--- src/rtl/sparse_mult_frame_arbiter.sv ---
// sparse_mult_frame_arbiter: frame-granular round-robin share of one multiplier input,
// with a tag FIFO that labels each result word with the requester that fed its frame.
module sparse_mult_frame_arbiter #(
  parameter int WIDTH = 96,
  parameter int NUM_REQ = 2,
  parameter int FRAME_LEN = 11,
  parameter int TAG_DEPTH = 4,
  localparam int TW = (NUM_REQ > 2) ? $clog2(NUM_REQ) : 1
) (
  input  logic                     i_clock,
  input  logic                     i_reset,
  input  logic [NUM_REQ*WIDTH-1:0] i_req_data,
  input  logic [NUM_REQ-1:0]       i_req_valid,
  output logic [NUM_REQ-1:0]       o_req_ready,
  output logic [WIDTH-1:0]         o_mult_data,
  output logic                     o_mult_valid,
  input  logic                     i_mult_ready,
  input  logic [WIDTH-1:0]         i_res_data,
  input  logic                     i_res_valid,
  output logic                     o_res_ready,
  output logic [WIDTH-1:0]         o_out_data,
  output logic [TW-1:0]            o_out_tag,
  output logic                     o_out_valid,
  input  logic                     i_out_ready,
  output logic                     o_busy
);
  localparam int AW = $clog2(TAG_DEPTH);
  localparam int CW = $clog2(FRAME_LEN);
  typedef enum logic {ST_IDLE, ST_BURST} state_t;
  state_t state_q, state_d;
  logic [TW-1:0] grant_q, grant_d, rr_q, rr_d, pick;
  logic [TW:0] cand;
  logic [CW-1:0] cnt_q, cnt_d;
  logic [TW-1:0] tag_q [TAG_DEPTH];
  logic [AW:0] wr_q, rd_q, occ;
  logic [WIDTH-1:0] words [NUM_REQ];
  logic burst, empty, full, push, pop, xfer, last;
  always_comb begin
    for (int r = 0; r < NUM_REQ; r++) words[r] = i_req_data[r*WIDTH +: WIDTH];
  end
  // Walk offsets high to low so the requester closest to the pointer wins.
  always_comb begin
    pick = '0;
    cand = '0;
    for (int i = NUM_REQ - 1; i >= 0; i--) begin
      cand = {1'b0, rr_q} + (TW+1)'(i);
      cand = (cand >= (TW+1)'(NUM_REQ)) ? cand - (TW+1)'(NUM_REQ) : cand;
      pick = i_req_valid[cand[TW-1:0]] ? cand[TW-1:0] : pick;
    end
  end
  assign occ   = wr_q - rd_q;
  assign empty = (wr_q == rd_q);
  assign full  = (occ == (AW+1)'(TAG_DEPTH));
  assign burst = (state_q == ST_BURST);
  assign push  = !burst && !full && (|i_req_valid);
  assign xfer  = burst && i_req_valid[grant_q] && i_mult_ready;
  assign last  = xfer && (cnt_q == CW'(FRAME_LEN - 1));
  assign pop   = o_out_valid && i_out_ready;
  always_comb begin
    state_d = burst ? (last ? ST_IDLE : ST_BURST) : (push ? ST_BURST : ST_IDLE);
    grant_d = push ? pick : grant_q;
    cnt_d   = last ? '0 : (xfer ? cnt_q + 1'b1 : cnt_q);
    rr_d    = last ? ((grant_q == TW'(NUM_REQ - 1)) ? '0 : grant_q + 1'b1) : rr_q;
  end
  always_comb begin
    o_mult_valid = burst && i_req_valid[grant_q];
    o_mult_data  = burst ? words[grant_q] : '0;
    o_req_ready  = burst ? (NUM_REQ'(i_mult_ready) << grant_q) : '0;
    o_out_valid  = i_res_valid && !empty;
    o_res_ready  = i_out_ready && !empty;
    o_out_tag    = empty ? '0 : tag_q[rd_q[AW-1:0]];
    o_out_data   = i_res_data;
    o_busy       = burst || !empty;
  end
  always_ff @(posedge i_clock or posedge i_reset) begin
    if (i_reset) begin
      state_q <= ST_IDLE;
      grant_q <= '0;
      rr_q    <= '0;
      cnt_q   <= '0;
      wr_q    <= '0;
      rd_q    <= '0;
      for (int i = 0; i < TAG_DEPTH; i++) tag_q[i] <= '0;
    end else begin
      state_q <= state_d;
      grant_q <= grant_d;
      rr_q    <= rr_d;
      cnt_q   <= cnt_d;
      if (push) tag_q[wr_q[AW-1:0]] <= pick;
      wr_q    <= wr_q + (AW+1)'(push);
      rd_q    <= rd_q + (AW+1)'(pop);
    end
  end
endmodule
--- config.mk ---
export PLATFORM = sky130hd
export DESIGN_NAME = sparse_mult_frame_arbiter
export DESIGN_NICKNAME = d
export VERILOG_FILES = /design/src/rtl/sparse_mult_frame_arbiter.sv
export SDC_FILE = /design/constraint.sdc
export NUM_CORES = 1
export LEC_CHECK = 0
export ABC_CLOCK_PERIOD_IN_PS = 2400
export CAP_MARGIN = 20
export CORE_AREA = 2 2 192 194
export DETAILED_ROUTE_END_ITERATION = 8
export DIE_AREA = 0 0 194 196
export PLACE_DENSITY_LB_ADDON = 0.2
export SLEW_MARGIN = 40
export SYNTH_ARGS = -nofsm -noshare
export SYNTH_HDL_FRONTEND = slang
export SYNTH_SLANG_ARGS = --single-unit
export TNS_END_PERCENT = 30
--- constraint.sdc ---
create_clock -name i_clock -period 2.4 [get_ports i_clock]
set_clock_uncertainty 0.2 [all_clocks]
set_input_delay 0.48 -clock i_clock [delete_from_list [all_inputs] [get_ports i_clock]]
set_output_delay 0.48 -clock i_clock [all_outputs]
set_load 0.05 [all_outputs]
==> results.toml <==
[outcome]
status = "completed"

[setup_path]
critPathTopFamily = "buffers and inverters"
cpMostUsedCell = "buf_12"
slowest_delay_ns = 0.52
worst-path-buf-inv = 3
endpoint_kind = "output pin"
arrival_ns = 1.69
crit_chain = "buf_12, buf_4, mux2i_1, nor2b_1, buf_12"
critPathKind = "reg -> out"
worstPathMaxFanout = 25
critPathSlowestCell = "dfrtp_4"
startpoint_type = "flop"
required_ns = 1.72

[logic_synthesis]
synth_cells = 394
syn_area_mm2 = 0.003312
synth_top_flop_cell = "dfrtp_1"
synth-seq-cells = 17
syn_avg_cell_area_um2 = 8.406
synthDistinctLibCells = 33
synth_fp_nets = 697
async_reset_ff_share_pct = 100.0
yosys_warnings = 0
seq_area_frac_synth_pct = 12.84
synth-edff-count = 0

[timing]
grt_setup_unrepaired = "true"
finalSetupViolations = 0
setup_slack_ns = 0.03305
period_share_pct = 98.62
timing.hold.ws_ns = 0.2906
slew_viol_final = 0
relSlewSlack_pct = 81.80
finalHoldViolations = 0
layout_min_cycle_time_ns = 2.367
fmax_mhz = 422.5
timing_worst_slew_pin_value_ns = 0.2655

[final_layout]
drive_gt1_share_pct = 23.67
final_cell_mix = "clkdlybuf4s50_1, buf_12, mux2i_1"
fin_util_pct = 20.54
area_delta_synth_final_pct = 123.8
final_cells = 1068
layout_commonest_cell = "clkdlybuf4s50_1"
n_antenna_cell = 0
nNetsFinal = 904

[floorplanning]
rows = 70
io_pins = 494
die_h_um = 196
die_area_mm2 = 0.03802
core_mm2 = 0.03608
die_w_um = 194
initial_core_util_pct = 9.178

[global_route]
overflow = 0
grt_pass1_wl_mm = 23.36
grt_pass1_vias = 3511
grt_usage_pct = 7.876
antenna_found_initial = 0
grt_max_degree = 56

[power]
peakVddDrop_v = 0.0007596
p_leak_nw = 3.045
p_per_area_mw_per_mm2 = 1480

[hold_path]
hold_path_class = "reg -> reg"

[clock_tree]
clk_pin_slew_ns = 0.05
cts_inserted_buffers = 3
clock_tree.htree_level_count = 1
clkLatencyLatePin_ns = 0.25
tritoncts = "yes"
cts_sinks = 17
cts_buffer_depth = 2
root_buffer = "clkbuf_16"
cts-hold-fix-buffers = 0

[route]
via_per_inst = 3.153
dr.pass1.iters = 4
vias = 3367
wl_per_cell_um = 15.05
drtIter0Drc = 88
wl_mm = 16.07
drc = 0
ant_nets = 0

[placement]
gp_congestion = 0.7192
io_buffers = 301
place_hpwl_mm = 14.02
place_ws_ns = 0.1656
dp_cells = 1061

[flow_run]
cap_violations = 0
what timing repair did:
item	in CTS	in global routing
setup buffers	1	2
resized for setup	1	7
gates cloned	0	0
setup endpoints to repair	1	16
hold endpoints to repair	0	0
layer usage:
layer  share of wire [%]  global-route usage [%]  vias to the layer above
li1                    -                       -                     1613
met1                  32                   7.855                     1458
met2                  50                   13.80                      282
met3                  16                   5.192                       14
met4                 1.7                   1.375                        0
met5                   0                  0.2554                        -
worst paths after layout:
path | from | endpoint | slack, ns | depth (start not counted)
max in group asynchronous | i_reset | grant_q | 1.44 | 3
worst min register to register | cnt_q[3] | cnt_q[3] | 0.29 | 1
worst max register to register | rd_q[0] | rd_q[2] | 0.32 | 8
worst min-delay path | cnt_q[3] | cnt_q[3] | 0.29 | 1
min in group asynchronous | i_reset | cnt_q[3] | 0.35 | 3
worst max-delay path | grant_q | o_mult_data[13] | 0.03 | 5
cell type report:
class / instances / area, µm²
multi-input cells: 253 / 2066
inverters: 6 / 22.52
repair buffers: 320 / 4228
clock inverters: 1 / 5.005
well taps: 468 / 585.6
flip-flops and latches: 17 / 431.7
fillers: 3959 / 28670
clock buffers: 3 / 75.07
state kept, by name, indices dropped and copies added, names as in the netlist:
name     count
burst        1
cnt_q        4
grant_q      1
rd_q         3
rr_q         1
tag_q        4
wr_q         3
Yosys cell counts (all sizes together), types with 2 or more instances:
cell | count | area share, %
mux2 | 6 | 2.0
nor2b | 101 | 19
or3 | 2 | 0.42
nor2 | 6 | 0.68
o21ai | 7 | 1.1
ha | 8 | 3.0
nor3 | 2 | 0.30
o21bai | 2 | 0.57
dfrtp | 17 | 13
mux2i | 98 | 30
inv | 6 | 0.68
buf | 107 | 23
xor2 | 3 | 1.0
nand2 | 6 | 0.68
clkbuf | 11 | 1.2
where the power goes:
| group | total [mW] | switching (mW) | internal, mW |
|---|---|---|---|
| combinational | 10.1 | 5.29 | 4.78 |
| clock | 0.331 | 0.108 | 0.223 |
| sequential | 0.571 | 0.136 | 0.434 |
| total | 11.0 | 5.54 | 5.43 |
through the flow:
stage               setup TNS, ns  total power [mW]  area, µm²
finish                          0             10.97       7413
global route              -0.1521             11.46       7413
CTS                             0             11.10       7378
detailed placement              0             10.73       7289
global placement                0             10.78       7289
floorplan                       0             6.103       3314
cell families (layout without fill, tap and decap cells):
| family | after synthesis | count (layout) | synth area share (%) |
|---|---|---|---|
| AND/OR/NAND/NOR | 123 | 123 | 22.40 |
| XOR/XNOR | 4 | 4 | 1.512 |
| buffers and inverters | 124 | 330 | 25.35 |
| adder cells (fa/ha/maj) | 8 | 8 | 3.022 |
| flip-flops | 17 | 17 | 12.84 |
| AO/OA/AOI/OAI | 13 | 13 | 2.531 |
| multiplexers | 105 | 105 | 32.34 |
Power figures use the tool's default switching activity.
